===== config.mk =====
export PLATFORM = sky130hd
export DESIGN_NAME = uart_rx
export DESIGN_NICKNAME = d
export VERILOG_FILES = /design/src/rtl/uart_pkg.sv /design/src/rtl/sync_fifo_with_clear.sv /design/src/rtl/uart_rx.sv
export SDC_FILE = /design/constraint.sdc
export NUM_CORES = 1
export LEC_CHECK = 0
export BUFFER_PORTS_ARGS = -buffer_cell sky130_fd_sc_hd__clkbuf_2
export CAP_MARGIN = 40
export CORE_MARGIN = 10
export CORE_UTILIZATION = 29
export CTS_BUF_LIST = sky130_fd_sc_hd__clkbuf_4
export DETAILED_ROUTE_END_ITERATION = 10
export PLACE_DENSITY = 0.54
export REMOVE_ABC_BUFFERS = 1
export SLEW_MARGIN = 20
export SYNTH_ARGS = -nofsm -noshare
export SYNTH_HDL_FRONTEND = slang
export SYNTH_SLANG_ARGS = --single-unit

===== constraint.sdc =====
create_clock -name clk -period 1.8 [get_ports clk]
set_input_delay 0.36 -clock clk [delete_from_list [all_inputs] [get_ports clk]]
set_output_delay 0.36 -clock clk [all_outputs]
set_load 0.02 [all_outputs]

===== src/rtl/uart_pkg.sv =====
// Shared UART types, constants and the data-length encoding used by TX and RX.
package uart_pkg;

    localparam int unsigned OVERSAMPLE    = 16;
    localparam int unsigned MID_SAMPLE    = 7;
    localparam int unsigned MIN_DATA_BITS = 5;
    localparam int unsigned MAX_DATA_BITS = 8;
    localparam int unsigned CNT_W         = 4;
    localparam int unsigned BIT_CNT_W     = 4;

    typedef enum logic [2:0] {
        IDLE       = 3'd0,
        START      = 3'd1,
        DATA       = 3'd2,
        PARITY     = 3'd3,
        STOP       = 3'd4,
        BREAK_WAIT = 3'd5
    } rx_state_t;

    typedef enum logic [1:0] {
        DATA_BITS_5 = 2'd0,
        DATA_BITS_6 = 2'd1,
        DATA_BITS_7 = 2'd2,
        DATA_BITS_8 = 2'd3
    } data_bits_t;

    // Number of data bits carried by a frame for a given encoding.
    function automatic logic [BIT_CNT_W-1:0] data_bits_len(input logic [1:0] enc);
        return BIT_CNT_W'(MIN_DATA_BITS) + BIT_CNT_W'(enc);
    endfunction

endpackage


===== src/rtl/sync_fifo_with_clear.sv =====
// Single-clock FIFO with synchronous flush; read data is registered.
module sync_fifo_with_clear #(
    parameter int unsigned DATA_WIDTH            = 8,
    parameter int unsigned DEPTH                 = 16,
    parameter int unsigned EXTRA_OUTPUT_REGISTER = 0
) (
    input  logic                  clk,
    input  logic                  rst_n,
    input  logic                  clear,
    input  logic                  wr_en,
    input  logic [DATA_WIDTH-1:0] wr_data,
    input  logic                  rd_en,
    output logic [DATA_WIDTH-1:0] rd_data,
    output logic                  empty,
    output logic                  full
);

    localparam int unsigned AW = (DEPTH > 1) ? $clog2(DEPTH) : 1;

    logic [DATA_WIDTH-1:0] mem [DEPTH];
    logic [AW-1:0]         wr_ptr;
    logic [AW-1:0]         rd_ptr;
    logic [AW:0]           count;
    logic [AW:0]           count_nxt;
    logic [DATA_WIDTH-1:0] head;
    logic                  do_rd;
    logic                  do_wr;

    // A read frees a slot in the same cycle, so a full FIFO still accepts a write.
    assign do_rd = rd_en && !empty && !clear;
    assign do_wr = wr_en && (!full || do_rd) && !clear;

    // Occupancy after this cycle's operations.
    always_comb begin
        count_nxt = count;
        if (clear) begin
            count_nxt = '0;
        end else if (do_wr && !do_rd) begin
            count_nxt = count + (AW+1)'(1);
        end else if (do_rd && !do_wr) begin
            count_nxt = count - (AW+1)'(1);
        end
    end

    // Storage array, no reset needed.
    always_ff @(posedge clk) begin
        if (do_wr) begin
            mem[wr_ptr] <= wr_data;
        end
    end

    // Pointers, occupancy, registered flags and head-of-queue data.
    always_ff @(posedge clk or negedge rst_n) begin
        if (!rst_n) begin
            wr_ptr <= '0;
            rd_ptr <= '0;
            count  <= '0;
            empty  <= 1'b1;
            full   <= 1'b0;
            head   <= '0;
        end else begin
            count <= count_nxt;
            empty <= (count_nxt == '0);
            full  <= (count_nxt == (AW+1)'(DEPTH));
            if (clear) begin
                wr_ptr <= '0;
                rd_ptr <= '0;
            end else begin
                if (do_wr) begin
                    wr_ptr <= wr_ptr + AW'(1);
                end
                if (do_rd) begin
                    rd_ptr <= rd_ptr + AW'(1);
                    head   <= mem[rd_ptr];
                end
            end
        end
    end

    generate
        if (EXTRA_OUTPUT_REGISTER != 0) begin : g_out_reg
            // Optional extra pipeline stage on the read data.
            always_ff @(posedge clk or negedge rst_n) begin
                if (!rst_n) begin
                    rd_data <= '0;
                end else begin
                    rd_data <= head;
                end
            end
        end else begin : g_no_out_reg
            assign rd_data = head;
        end
    endgenerate

endmodule


===== src/rtl/uart_rx.sv =====
// UART receiver: 16x oversampled start/data/parity/stop decoding into a byte FIFO.
module uart_rx
    import uart_pkg::*;
#(
    parameter int unsigned FIFO_DEPTH  = 16,
    parameter int unsigned SYNC_STAGES = 2
) (
    input  logic       clk,
    input  logic       rst_n,
    input  logic       i_parity,
    input  logic [1:0] i_data_bits,
    input  logic       i_stop_bits,
    input  logic       i_use_parity,
    input  logic       i_rx_strb,
    output logic       o_rx_strb_en,
    input  logic       i_uart_rx,
    input  logic       i_fifo_rd_en,
    output logic [7:0] o_fifo_rd_data,
    input  logic       i_fifo_clear,
    output logic       o_fifo_empty,
    output logic       o_fifo_full,
    input  logic       i_error_clear,
    output logic       o_overflow_error,
    output logic       o_parity_error,
    output logic       o_frame_error
);

    rx_state_t              state;
    logic [SYNC_STAGES-1:0] sync_q;
    logic                   rx_s;
    logic                   rx_prev;
    logic [CNT_W-1:0]       cnt;
    logic [BIT_CNT_W-1:0]   nbits;
    logic [BIT_CNT_W-1:0]   bit_cnt;
    logic                   use_par;
    logic                   par_run;
    logic                   parity_bad;
    logic [7:0]             shreg;
    logic [7:0]             wr_byte;
    logic                   wr_pulse;
    logic                   mid_bit;
    logic                   bit_end;

    // The second stop bit is never checked, so its setting does not reach the datapath.
    logic unused_stop_bits;
    assign unused_stop_bits = i_stop_bits;

    assign rx_s    = sync_q[SYNC_STAGES-1];
    assign mid_bit = i_rx_strb && (cnt == CNT_W'(MID_SAMPLE));
    assign bit_end = i_rx_strb && (cnt == CNT_W'(OVERSAMPLE - 1));

    // Metastability synchroniser and edge-detect history; idle level is high.
    always_ff @(posedge clk or negedge rst_n) begin
        if (!rst_n) begin
            sync_q  <= '1;
            rx_prev <= 1'b1;
        end else begin
            sync_q  <= {sync_q[SYNC_STAGES-2:0], i_uart_rx};
            rx_prev <= rx_s;
        end
    end

    // Frame FSM with strobe counter, deserialiser and sticky error flags.
    always_ff @(posedge clk or negedge rst_n) begin
        if (!rst_n) begin
            state            <= IDLE;
            o_rx_strb_en     <= 1'b0;
            cnt              <= '0;
            nbits            <= BIT_CNT_W'(MAX_DATA_BITS);
            bit_cnt          <= '0;
            use_par          <= 1'b0;
            par_run          <= 1'b0;
            parity_bad       <= 1'b0;
            shreg            <= '0;
            wr_byte          <= '0;
            wr_pulse         <= 1'b0;
            o_overflow_error <= 1'b0;
            o_parity_error   <= 1'b0;
            o_frame_error    <= 1'b0;
        end else begin
            wr_pulse <= 1'b0;
            if (i_rx_strb) begin
                cnt <= cnt + CNT_W'(1);
            end
            if (i_error_clear) begin
                o_overflow_error <= 1'b0;
                o_parity_error   <= 1'b0;
                o_frame_error    <= 1'b0;
            end
            // Write lands one cycle after the stop sample; clear and same-cycle read both suppress overflow.
            if (wr_pulse && o_fifo_full && !i_fifo_rd_en && !i_fifo_clear) begin
                o_overflow_error <= 1'b1;
            end

            case (state)
                IDLE: begin
                    if (rx_prev && !rx_s) begin
                        state        <= START;
                        o_rx_strb_en <= 1'b1;
                        cnt          <= '0;
                        nbits        <= data_bits_len(i_data_bits);
                        use_par      <= i_use_parity;
                        par_run      <= i_parity;
                        parity_bad   <= 1'b0;
                        bit_cnt      <= '0;
                    end
                end
                START: begin
                    if (mid_bit) begin
                        cnt <= '0;
                        if (rx_s) begin
                            state        <= IDLE;
                            o_rx_strb_en <= 1'b0;
                        end else begin
                            state <= DATA;
                        end
                    end
                end
                DATA: begin
                    if (bit_end) begin
                        shreg   <= {rx_s, shreg[7:1]};
                        par_run <= par_run ^ rx_s;
                        bit_cnt <= bit_cnt + BIT_CNT_W'(1);
                        if (bit_cnt == nbits - BIT_CNT_W'(1)) begin
                            cnt   <= '0;
                            state <= use_par ? PARITY : STOP;
                        end
                    end
                end
                PARITY: begin
                    if (bit_end) begin
                        parity_bad <= (rx_s != par_run);
                        cnt        <= '0;
                        state      <= STOP;
                    end
                end
                STOP: begin
                    if (bit_end) begin
                        cnt <= '0;
                        if (rx_s) begin
                            wr_pulse     <= 1'b1;
                            wr_byte      <= shreg >> (BIT_CNT_W'(MAX_DATA_BITS) - nbits);
                            state        <= IDLE;
                            o_rx_strb_en <= 1'b0;
                            if (parity_bad) begin
                                o_parity_error <= 1'b1;
                            end
                        end else begin
                            o_frame_error <= 1'b1;
                            state         <= BREAK_WAIT;
                        end
                    end
                end
                BREAK_WAIT: begin
                    if (rx_s) begin
                        cnt          <= '0;
                        state        <= IDLE;
                        o_rx_strb_en <= 1'b0;
                    end
                end
                default: begin
                    state        <= IDLE;
                    o_rx_strb_en <= 1'b0;
                end
            endcase
        end
    end

    sync_fifo_with_clear #(
        .DATA_WIDTH           (8),
        .DEPTH                (FIFO_DEPTH),
        .EXTRA_OUTPUT_REGISTER(0)
    ) u_fifo (
        .clk    (clk),
        .rst_n  (rst_n),
        .clear  (i_fifo_clear),
        .wr_en  (wr_pulse),
        .wr_data(wr_byte),
        .rd_en  (i_fifo_rd_en),
        .rd_data(o_fifo_rd_data),
        .empty  (o_fifo_empty),
        .full   (o_fifo_full)
    );

endmodule


==> flow_metrics.tcl <==
set metrics [dict create \
    regArea_sq_um 5480 \
    cp_slowest_cell "mux4_2" \
    reg2reg_slack_ns -0.11 \
    synth_compound_area_share_pct 5.348 \
    synth_cell_types 55 \
    hold_viol 0 \
    endpoint_kind "flip-flop" \
    crit_chain "buf_12, mux4_2, mux2_4, a221o_1" \
    synth_cells 534 \
    crit_cells 4 \
    vias_per_cell 4.710 \
    placed_area_sq_um 9224 \
    arrival_ns 2.42 \
    synth_seq_cells 193 \
    yosys.area_share.simple_pct 7.923 \
    cap_violations 0 \
    final_area_sq_um 9838 \
    p_seq_share_pct 51.9 \
    drc 0 \
    synth_top_family_by_area "multiplexers" \
    r2r_end "u_fifo.rd_data[0]$_DFFE_PN0P_" \
    clk_latency_ns 0.60 \
    multi_input_comb_area_sq_um 2724 \
    p_leak_uw 0.003524 \
    design.core.area_sq_um 27930 \
    endpoint "u_fifo.rd_data[0]$_DFFE_PN0P_" \
    drt-total-wl_mm 17.41 \
    post-place-ws_ns -0.1407 \
    grt_start_max_net_pins 41 \
    via_count 4771 \
    place.gp.congestion 0.8243 \
    min_period_ns 1.910 \
    placedCellCount 966 \
    violations "negative setup slack" \
    setup_viol_count_final 9 \
    max_freq_mhz 523.5 \
    antenna_found_initial 0 \
    cts_max_path_buffers 2 \
    rr_worst_depth 4 \
    grt_overflow_total 0 \
    drtIter0Drc 280 \
    min_period_over_period_pct 106.1 \
    critPathBufInv 1 \
    grt_pass1_vias 5022 \
    cts.clk_slew.worst_paths_ns 0.17 \
    die_h_um 188.8 \
    drtPass1Iterations 6 \
    p_sw_share_pct 32.44 \
    n_fill_cell 2694 \
    chipWidth_um 188.8 \
    diodes 0 \
    vdd_ir_drop_max_uv 560.1 \
    worstSetupPathType "reg2reg" \
    die_area_sq_um 35630 \
    dp_hpwl_mm 11.63 \
    relSlewSlack_pct 57.11 \
    yosysWarnings 0 \
    htreeDepth 4 \
    yosysSeqAreaShare_pct 66.31 \
    clock_skew_ns 0.02183 \
    final_cells 1013 \
    syn2layout_area_growth_pct 19.12 \
    syn-cell-area_sq_um 8259 \
    tightest_slew_ns 0.6434 \
    io_pins 26 \
    synth-edff-count 128 \
    outcome "finished, violations left" \
    clock_power_share_pct 22.6 \
    cp-start-kind "flip-flop" \
    drive_gt1_share_pct 34.49 \
    switchingPower_uw 3335 \
    cts_tree "built" \
    cp_data_required_time_ns 2.31 \
    hold_start "i_data_bits[1]" \
    synth_xor_area_share_pct 2.288 \
    r2r_start "u_fifo.rd_ptr[0]$_DFFE_PN0P_" \
    cts-root-buf "clkbuf_4" \
    power.density_nw_per_um2 1045 \
    synthMuxAreaShare_pct 13.80 \
    grt_pass1_wl_mm 27.97 \
    avgSynthCellArea_sq_um 15.47 \
    critPathMaxFanout 20 \
    timing.critical_path.from "u_fifo.rd_ptr[0]$_DFFE_PN0P_" \
    wl_per_cell_um 17.19 \
    fin_nets 646 \
    ant_nets 0 \
    io_buffers 24 \
    slew_violations 0 \
    grt_use_total_pct 9.977 \
    cpPeakStageDelay_ns 0.55 \
    cp_top_family "multiplexers" \
    combPwrFrac_pct 25.6 \
    layout_setup_ws_ns -0.1102 \
    initial_core_util_pct 29.57 \
    holdCritPathClass "in2reg" \
    power.internal_uw 6946 \
    ys.flop_type "edfxtp_1" \
    rows 61 \
    cts_buffers 17 \
    rsz0062_at_grt "yes" \
    clock_sinks 193 \
    synthArstFlopShare_pct 33.68 \
    yosys.area_share.adder_pct 1.818 \
]
-- registers in the layout, indices dropped and copies added (netlist names), 2 cells and up --
| register | flops |
|---|---|
| u_fifo.mem | 128 |
| shreg | 8 |
| u_fifo.rd_data | 8 |
| wr_byte | 8 |
| u_fifo.count | 5 |
| bit_cnt | 4 |
| cnt | 4 |
| nbits | 4 |
| u_fifo.rd_ptr | 4 |
| u_fifo.wr_ptr | 4 |
| state | 3 |
| sync_q | 2 |
-- power groups by stage --
stage,logic (uW),clock network [uW],registers (uW)
2_1_floorplan,1260,0,5590
3_3_place_gp,2310,0,5390
3_5_place_dp,2370,0,5410
4_1_cts,2490,2400,5310
5_1_grt,2900,2580,5380
6_report,2630,2320,5330
-- synthesized netlist by cell type, types with 2 or more instances --
master | count | area, sq um
edfxtp_1 | 128 | 3844
dfrtp_1 | 60 | 1501
nor2_1 | 39 | 146.4
mux4_2 | 32 | 720.7
nand2_1 | 28 | 105.1
mux2_2 | 23 | 259.0
inv_1 | 19 | 71.32
nor3_1 | 19 | 95.09
mux2i_1 | 16 | 160.2
o21ai_0 | 16 | 80.08
ha_1 | 12 | 150.1
buf_2 | 10 | 50.05
clkbuf_1 | 10 | 37.54
xor2_1 | 10 | 87.58
a21oi_1 | 9 | 45.04
a221o_1 | 9 | 90.09
xnor2_1 | 9 | 78.83
nand3_1 | 6 | 30.03
dfstp_2 | 5 | 131.4
nand2b_1 | 5 | 31.28
nand4_1 | 5 | 31.28
nor2b_1 | 4 | 25.02
nor4_1 | 4 | 25.02
o21a_1 | 4 | 30.03
o32ai_1 | 4 | 35.03
a211oi_1 | 3 | 22.52
buf_1 | 3 | 11.26
buf_4 | 3 | 22.52
o22ai_1 | 3 | 18.77
o31ai_1 | 3 | 22.52
or3_1 | 3 | 18.77
a22o_1 | 2 | 17.52
a31oi_1 | 2 | 12.51
and2_1 | 2 | 12.51
and3_1 | 2 | 12.51
nor3_2 | 2 | 20.02
nor4b_1 | 2 | 17.52
-- logic make-up (layout without fill, tap and decap cells) --
kind of cell,after synthesis,in the layout
adder cells (fa/ha/maj),12,12
buffers and inverters,47,148
XOR/XNOR,20,20
flip-flops,193,193
AND/OR/NAND/NOR,128,128
multiplexers,71,71
AO/OA/AOI/OAI,63,63
-- how the worst min path moves through the flow --
| stage | depth (start not counted) | end | slack (ns) |
|---|---|---|---|
| finish | 3 | nbits[2]$_DFFE_PN0P_ | 0.05 |
| global route | 3 | nbits[2]$_DFFE_PN0P_ | 0.03 |
| global placement | 1 | bit_cnt[2]$_DFFE_PN0P_ | 0.24 |
| floorplan | 0 | bit_cnt[0]$_DFFE_PN0P_ | 0.06 |
| detailed placement | 1 | nbits[2]$_DFFE_PN0P_ | 0.25 |
| CTS | 3 | nbits[2]$_DFFE_PN0P_ | 0.01 |
-- metrics by stage --
step           TNS [ns]  utilization (%)  power, uW  hold slack [ns]
2_1_floorplan    -49.12                -       6849          0.06441
3_3_place_gp     -8.467            33.02       7694           0.2414
3_5_place_dp     -11.20            33.02       7781           0.2512
4_1_cts         -0.7453            34.60      10190          0.01248
5_1_grt          -2.042            35.22      10870          0.02950
6_report        -0.6197            35.22      10280          0.05489
-- tightest hold or removal path, delay by kind of cell --
| kind | cells | cell delay [ns] |
|---|---|---|
| fa+ha+maj | 1 | 0.14 |
| buf+inv | 1 | 0.08 |
| compound gates | 1 | 0.06 |
-- cell type report --
class / count / share of cell area [%]
Timing Repair Buffer: 96 / 8.076
Tap cell: 378 / 4.807
Sequential cell: 193 / 55.70
Clock buffer: 17 / 1.297
Multi-Input combinational cell: 294 / 27.69
Clock inverter: 15 / 1.666
Inverter: 20 / 0.7631
-- cell usage in the layout, fill, tap and decap left out, types with 9 or more instances in the layout --
master	instances
mux2i_1	14
buf_4	54
clkbuf_4	17
nand2_1	28
nor3_1	13
ha_1	10
mux4_2	32
nor2_1	35
mux2_2	21
a21oi_1	9
xnor2_1	9
dfrtp_1	57
o21ai_0	14
xor2_1	10
a221o_1	9
edfxtp_1	128
inv_1	17
clkbuf_2	22
-- layer usage --
| layer | wire [um] | up-vias | global-route usage (%) | share of wire, % |
|---|---|---|---|---|
| met5 | 0 | - | 0 | 0 |
| met4 | 136 | 0 | 2.564 | 0.78 |
| met3 | 781 | 11 | 2.530 | 4.5 |
| met2 | 8575 | 107 | 16.23 | 49 |
| met1 | 7918 | 2435 | 12.97 | 45 |
| li1 | - | 2218 | - | - |
-- repair_timing --
action	4_1_cts	5_1_grt
pin swaps	3	8
hold buffers	7	0
hold endpoints to repair	68	0
setup buffers	3	4
cloned	1	0
endpoints found under the setup margin	12	107
gates resized for setup	7	37
No activity file was read; power rests on OpenSTA's default activity.
